**config.mk**
```make
export PLATFORM = sky130hd
export DESIGN_NAME = result_demux
export DESIGN_NICKNAME = d
export VERILOG_FILES = /design/src/rtl/result_demux.sv
export SDC_FILE = /design/constraint.sdc
export NUM_CORES = 1
export LEC_CHECK = 0
export ABC_AREA = 1
export CAP_MARGIN = 10
export CORE_ASPECT_RATIO = 0.8
export CORE_MARGIN = 1.5
export CORE_UTILIZATION = 42
export CTS_BUF_LIST = sky130_fd_sc_hd__clkbuf_8
export CTS_CLUSTER_DIAMETER = 200
export DETAILED_ROUTE_END_ITERATION = 8
export PLACE_DENSITY = 0.78
export REMOVE_ABC_BUFFERS = 1
export SYNTH_ARGS = -nofsm -noshare
export SYNTH_HDL_FRONTEND = slang
export SYNTH_SLANG_ARGS = --single-unit
```
**constraint.sdc**
```tcl
create_clock -name clk -period 1.9 [get_ports clk]
set_input_delay 0.38 -clock clk [delete_from_list [all_inputs] [get_ports clk]]
set_output_delay 0.38 -clock clk [all_outputs]
set_load 0.01 [all_outputs]
```
**src/rtl/result_demux.sv**
```systemverilog
// Buffered 1-to-NUM_OUT result router: a 2-entry FIFO of {sel, data} whose head
// is offered to the destination named by its select; out-of-range selects are dropped.
module result_demux #(
    parameter int WIDTH   = 32,
    parameter int NUM_OUT = 3,
    parameter int SEL_W   = 2,
    parameter int DEPTH   = 2
) (
    input  logic               clk,
    input  logic               rst,
    input  logic               in_valid,
    output logic               in_ready,
    input  logic [WIDTH-1:0]   in_data,
    input  logic [SEL_W-1:0]   in_sel,
    output logic [NUM_OUT-1:0] out_valid,
    input  logic [NUM_OUT-1:0] out_ready,
    output logic [WIDTH-1:0]   out_data,
    output logic               drop_err,
    output logic [7:0]         drop_cnt,
    output logic [1:0]         dbg_state
);

    // Handshake: a transfer happens on a rising edge where valid and ready are
    // both 1; valid never waits on ready, and payload is stable while valid & !ready.

    typedef enum logic [1:0] {
        EMPTY = 2'd0,
        ONE   = 2'd1,
        FULL  = 2'd2
    } state_t;

    typedef struct packed {
        logic [SEL_W-1:0] sel;
        logic [WIDTH-1:0] data;
    } entry_t;

    localparam logic [SEL_W:0] NUM_OUT_W = (SEL_W + 1)'(NUM_OUT);

    state_t state;
    state_t state_nxt;
    entry_t mem [2];
    entry_t head;
    logic   wr_ptr;
    logic   rd_ptr;
    logic   has_head;
    logic   accept;
    logic   in_range;
    logic   push;
    logic   drop;
    logic   pop;

    assign dbg_state = state;
    assign in_ready  = ({30'b0, state} < 32'(DEPTH));
    assign in_range  = ({1'b0, in_sel} < NUM_OUT_W);
    assign accept    = in_valid & in_ready;
    assign push      = accept & in_range;
    assign drop      = accept & ~in_range;
    assign has_head  = (state != EMPTY);
    assign head      = mem[rd_ptr];
    assign out_data  = has_head ? head.data : '0;
    assign pop       = |(out_valid & out_ready);

    always_comb begin
        out_valid = '0;
        for (int i = 0; i < NUM_OUT; i++) begin
            out_valid[i] = has_head && (head.sel == SEL_W'(i));
        end
    end

    always_comb begin
        state_nxt = state;
        case (state)
            EMPTY:   if (push) state_nxt = ONE;
            ONE:     if (push && !pop) state_nxt = FULL;
                     else if (pop && !push) state_nxt = EMPTY;
            FULL:    if (pop) state_nxt = ONE;
            default: state_nxt = EMPTY;
        endcase
    end

    always_ff @(posedge clk or negedge rst) begin
        if (!rst) begin
            state <= EMPTY;
        end else begin
            state <= state_nxt;
        end
    end

    always_ff @(posedge clk or negedge rst) begin
        if (!rst) begin
            mem[0]   <= '0;
            mem[1]   <= '0;
            wr_ptr   <= 1'b0;
            rd_ptr   <= 1'b0;
            drop_err <= 1'b0;
            drop_cnt <= 8'd0;
        end else begin
            if (push) begin
                mem[wr_ptr] <= '{sel: in_sel, data: in_data};
                wr_ptr      <= ~wr_ptr;
            end
            if (pop) begin
                rd_ptr <= ~rd_ptr;
            end
            drop_err <= drop;
            if (drop && drop_cnt != 8'hFF) begin
                drop_cnt <= drop_cnt + 8'd1;
            end
        end
    end

endmodule
```
==> flow_metrics.env, run 1 <==
export IMPL_ys_types=28
export IMPL_first_iter_violations=152
export IMPL_remaining_drc_errors=0
export IMPL_fin_nets=610
export IMPL_wl_per_cell_um=15.4
export IMPL_ys_ff_latch=81
export IMPL_worstHoldStart="mem[38]"
export IMPL_ys_warn_count=0
export IMPL_antenna_cells=0
export IMPL_use_met3=0.0479
export IMPL_finalInstanceArea_mm2=0.00551
export IMPL_die_area_mm2=0.00950
export IMPL_via_per_inst=4.99
export IMPL_overflow=0
export IMPL_antenna_found_initial=0
export IMPL_grt_pass1_wl_mm=15.9
export IMPL_drive_gt1_frac=0.262
export IMPL_r2r_end="dbg_state[1]"
export IMPL_ioPinCount=87
export IMPL_start_util=0.438
export IMPL_cts_buffers=9
export IMPL_fp_dieW_um=109
export IMPL_worstPathCellList="buf_6, buf_12, o21ai_0, a21oi_2, buf_2"
export IMPL_core_mm2=0.00856
export IMPL_routed_wirelength_mm=10.5
export IMPL_clock_latency_ps=340
export IMPL_synthArstFlopShare=1.00
export IMPL_num_rows=30
export IMPL_peakVddDrop_mv=0.967
export IMPL_leakage_nw=2.69
export IMPL_outcome="complete, but fails checks"
export IMPL_firstDrtPassIters=4
export IMPL_cpPeakStageDelay_ps=470
export IMPL_antenna_left=0
export IMPL_grt_busiest_layer="met2"
export IMPL_dpl_hpwl_mm=6.02
export IMPL_endpoint_kind="output port"
export IMPL_cts_buffer_depth=2
export IMPL_finalPower_mw=9.99
export IMPL_synth_area_leaders="dfrtp_1 (54%), nand2_1 (16%), o21ai_0 (5.1%)"
export IMPL_synth_most_common_cell="nand2_1"
export IMPL_relSlewSlack=0.782
export IMPL_placed_cells=644
export IMPL_synth_edf_count=0
export IMPL_r2r_cells=12
export IMPL_syn_area_mm2=0.00375
export IMPL_pre_cts_ws_ps=-247
export IMPL_h_tree_depth=3
export IMPL_root_buffer="clkbuf_8"
export IMPL_cts_sinks=81
export IMPL_hold_end="mem[38]"
export IMPL_fin_crit_sh=1.04
export IMPL_holdPathStages=2
export IMPL_rr_startpoint="rd_ptr"
export IMPL_required_ps=1520
export IMPL_vias=3415
export IMPL_cts_tree="built"
export IMPL_cap_violations=0
export IMPL_fmax_mhz=507
export IMPL_fin_ws_ps=-72.2
export IMPL_io_buffers=86
export IMPL_holdWs_ps=475
export IMPL_fin_skew_ps=12.0
export IMPL_dieHeight_um=87.5
export IMPL_synth_top_cell_by_area="dfrtp_1"
export IMPL_rsz0062_at_grt="true"
export IMPL_ys_flop_type="dfrtp_1"
export IMPL_violations="setup timing"
export IMPL_arrival_ps=1590
export IMPL_grt_util_all_layers=0.219
export IMPL_slew_viol_final=0
export IMPL_avgSynthCellArea_um2=8.31
export IMPL_r2r_setup_slack_ps=-60
export IMPL_cp_num_buf_inv=3
export IMPL_synthCells=451
export IMPL_met1_usage=0.281
export IMPL_grt_max_degree=45
export IMPL_setup_viol=20
export IMPL_startpoint_type="flop"
export IMPL_fin_util=0.644
export IMPL_stdcell_count=685
export IMPL_critPathSlowestCell="dfrtp_2"
export IMPL_power_density_mw_per_mm2=1810
export IMPL_grt_pass1_vias=3368
export IMPL_hold_viol=0
export IMPL_crit_fanout=5
export IMPL_min_path_type="reg2reg"
export IMPL_worst_slew_pin_slew_ps=327
export IMPL_critPathKind="reg2out"
export IMPL_path_delay_family="flip-flops"
export IMPL_ys_seq_area_frac=0.541
export IMPL_synth_common_cells="nand2_1 (157), dfrtp_1 (81), inv_1 (46), o21ai_0 (38), a21oi_1 (33)"
export IMPL_syn2layout_area_growth_pct=47.1
export IMPL_synth_top_cell_area_share=0.541
export IMPL_clk_pin_slew_worst_paths_ps=80
export IMPL_use_met2=0.378
export IMPL_dpl_cell_area_mm2=0.00485
export IMPL_globalplace_congestion=0.828
export IMPL_min_period_ps=1970
export IMPL_tns_ps=-631
worst min-delay path, cell delays in order (launching register included):
cell and delay, ps:
dfrtp_1 350, nand2_1 50, nand2_1 50
logic make-up after synthesis:
logic type / share of synthesized area
AND/OR/NAND/NOR: 0.211
flip-flops: 0.541
multiplexers: 0.00300
adder cells (fa/ha/maj): 0.00667
AO/OA/AOI/OAI: 0.138
XOR/XNOR: 0.0164
buffers and inverters: 0.0851
cell usage in the layout (no fill, tap or decap), types with 4 or more instances in the layout:
cell type,instances
clkdlybuf4s50_1,48
buf_12,8
dfrtp_1,80
o21ai_1,45
nor2_1,5
nand3_2,5
nand2_4,9
o21ai_2,11
a21oi_1,24
nor2_4,4
clkdlybuf4s15_2,7
clkbuf_8,9
xor2_1,4
buf_2,27
buf_6,7
nand2_1,148
a21oi_2,8
inv_1,44
o21ai_0,10
buf_4,20
power breakdown:
| group | internal [mW] | total, mW | switching, mW |
|---|---|---|---|
| registers | 2.51 | 2.97 | 0.464 |
| logic | 2.77 | 5.81 | 3.04 |
| clock network | 0.596 | 1.20 | 0.602 |
| total | 5.88 | 9.99 | 4.11 |
worst max-delay path by stage:
stage | start | to | slack (ps) | depth (start not counted)
finish | rd_ptr | out_data[11] | -70 | 5
floorplan | rd_ptr | dbg_state[1] | -810 | 11
global placement | out_ready[0] | dbg_state[1] | -70 | 8
detailed placement | out_ready[1] | dbg_state[1] | -250 | 8
global route | rd_ptr | dbg_state[1] | -150 | 12
CTS | dbg_state[0] | out_data[8] | -50 | 6
timing repair:
action	in CTS	in global routing
endpoints found under the hold margin	22	0
gates resized for setup	177	60
gates cloned	4	3
hold buffers	1	0
setup buffers	14	6
pin swaps	3	15
endpoints found under the setup margin	38	35
state kept, by name, summed over array words and instances (netlist names):
name       flops
drop_cnt       8
wr_ptr         1
rd_ptr         1
dbg_state      2
mem           68
drop_err       1
metal layers:
layer / up-vias / part of all wire
li1: 1664 / -
met1: 1636 / 0.44
met2: 99 / 0.50
met3: 16 / 0.046
met4: 0 / 0.016
met5: - / 0
cell type report:
class                   count  area [µm²]
flip-flops and latches     81        2030
repair buffers            129        1340
inverters                  48         193
well taps                 112         140
fillers                   688        3050
multi-input cells         299        1630
clock inverters             7        65.1
clock buffers               9         124
Note: power is estimated with default switching activity, not from simulation.
==> inputs of run 2 (changes only) <==
--- a/config.mk
+++ b/config.mk
@@ -13,6 +13,7 @@
 export CTS_BUF_LIST = sky130_fd_sc_hd__clkbuf_8
 export CTS_CLUSTER_DIAMETER = 200
 export DETAILED_ROUTE_END_ITERATION = 8
+export MAX_ROUTING_LAYER = met4
 export PLACE_DENSITY = 0.78
 export REMOVE_ABC_BUFFERS = 1
 export SYNTH_ARGS = -nofsm -noshare
==> flow_metrics.env, run 2 (synthesis results as in run 1) <==
export IMPL_required_ps=2120
export IMPL_worstPathCellList="buf_6, inv_6, nand2_4, nand2_4, inv_4, nand4_1, nand3_2, inv_2, ha_4, nand3_2, a21boi_4, a21boi_2"
export IMPL_dpl_hpwl_mm=6.02
export IMPL_cpPeakStageDelay_ps=440
export IMPL_dpl_cell_area_mm2=0.00485
export IMPL_h_tree_depth=3
export IMPL_die_area_mm2=0.00950
export IMPL_antenna_left=0
export IMPL_grt_max_degree=45
export IMPL_core_mm2=0.00856
export IMPL_remaining_drc_errors=0
export IMPL_outcome="complete, but fails checks"
export IMPL_fp_dieW_um=109
export IMPL_cap_violations=0
export IMPL_cts_tree="built"
export IMPL_wl_per_cell_um=15.6
export IMPL_cts_buffers=9
export IMPL_dieHeight_um=87.5
export IMPL_fin_skew_ps=11.9
export IMPL_syn2layout_area_growth_pct=47.2
export IMPL_grt_pass1_wl_mm=15.9
export IMPL_critPathKind="reg2reg"
export IMPL_ioPinCount=87
export IMPL_fin_nets=610
export IMPL_leakage_nw=2.69
export IMPL_startpoint_type="flop"
export IMPL_routed_wirelength_mm=10.7
export IMPL_final_cell_mix="nand2_1 (148), dfrtp_1 (80), clkdlybuf4s50_1 (48)"
export IMPL_min_period_ps=1970
export IMPL_crit_fanout=5
export IMPL_arrival_ps=2200
export IMPL_first_iter_violations=161
export IMPL_grt_util_all_layers=0.226
export IMPL_fin_crit_sh=1.04
export IMPL_power_density_mw_per_mm2=1820
export IMPL_fin_ws_ps=-75.0
export IMPL_cts_buffer_depth=2
export IMPL_fmax_mhz=506
export IMPL_finalInstanceArea_mm2=0.00552
export IMPL_grt_pass1_vias=3376
export IMPL_tns_ps=-323
export IMPL_finalPower_mw=10.0
export IMPL_firstDrtPassIters=5
export IMPL_num_rows=30
export IMPL_relSlewSlack=0.784
export IMPL_min_path_type="reg2reg"
export IMPL_via_per_inst=5.03
export IMPL_top_register="mem"
export IMPL_rsz0062_at_grt="true"
export IMPL_clock_latency_ps=340
export IMPL_vias=3447
export IMPL_largest_reg_flops=68
export IMPL_root_buffer="clkbuf_8"
export IMPL_antenna_cells=0
export IMPL_clk_pin_slew_worst_paths_ps=80
export IMPL_violations="setup timing"
export IMPL_overflow=0
export IMPL_worst_slew_pin_slew_ps=325
export IMPL_endpoint_kind="flop"
export IMPL_hold_viol=0
export IMPL_slew_viol_final=0
export IMPL_peakVddDrop_mv=0.946
export IMPL_pre_cts_ws_ps=-247
export IMPL_cts_sinks=81
export IMPL_setup_viol=12
export IMPL_holdWs_ps=474
export IMPL_drive_gt1_frac=0.264
export IMPL_r2r_setup_slack_ps=-70
export IMPL_critPathSlowestCell="dfrtp_2"
export IMPL_antenna_found_initial=0
export IMPL_globalplace_congestion=0.841
export IMPL_start_util=0.438
export IMPL_io_buffers=86
export IMPL_final_common_cell="nand2_1"
-- run 2: final timing paths --
check	from	cells past startpoint	endpoint
min in group asynchronous	rst	2	mem[28]
min reg2reg	mem[38]	2	mem[38]
max in group asynchronous	rst	3	mem[43]
max	rd_ptr	12	dbg_state[1]
max reg2reg	rd_ptr	12	dbg_state[1]
min	mem[38]	2	mem[38]
-- run 2: layer usage --
layer	wire (µm)	up-vias	GRT usage
li1	-	1668	-
met1	4630	1660	0.281
met2	5490	107	0.379
met3	475	12	0.0434
met4	125	0	0.0634
met5	0	-	-
-- run 2: repair_timing --
action | CTS | global route
setup endpoints to repair | 38 | 34
pin swaps | 3 | 16
resized for setup | 177 | 63
setup buffers | 14 | 7
hold buffers | 1 | 0
hold endpoints to repair | 22 | 0
gates cloned | 4 | 2
-- run 2: metrics by stage --
step,util,instances
2_1_floorplan,-,428
3_3_place_gp,0.566,644
3_5_place_dp,0.566,644
4_1_cts,0.609,679
5_1_grt,0.645,685
6_report,0.645,685
-- run 2: area by class of cell --
class | count | area [µm²]
fill | 696 | 3040
sequential | 81 | 2030
multi-input combinational | 299 | 1640
timing repair buffer | 129 | 1330
inverter | 48 | 193
tap | 112 | 140
clock buffer | 9 | 124
clock inverter | 7 | 65.1
-- run 2: where the power goes --
part / switching, mW / internal (mW) / total, mW
sequential: 0.471 / 2.51 / 2.98
combinational: 3.08 / 2.77 / 5.85
clock: 0.597 / 0.596 / 1.19
-- run 2: worst max-delay path, delay by kind of cell (launching register included) --
kind	cells	cell delay, ps
simple gates	5	520
flops	1	440
fa+ha+maj	1	260
buf+inv	4	340
compound gates	2	310
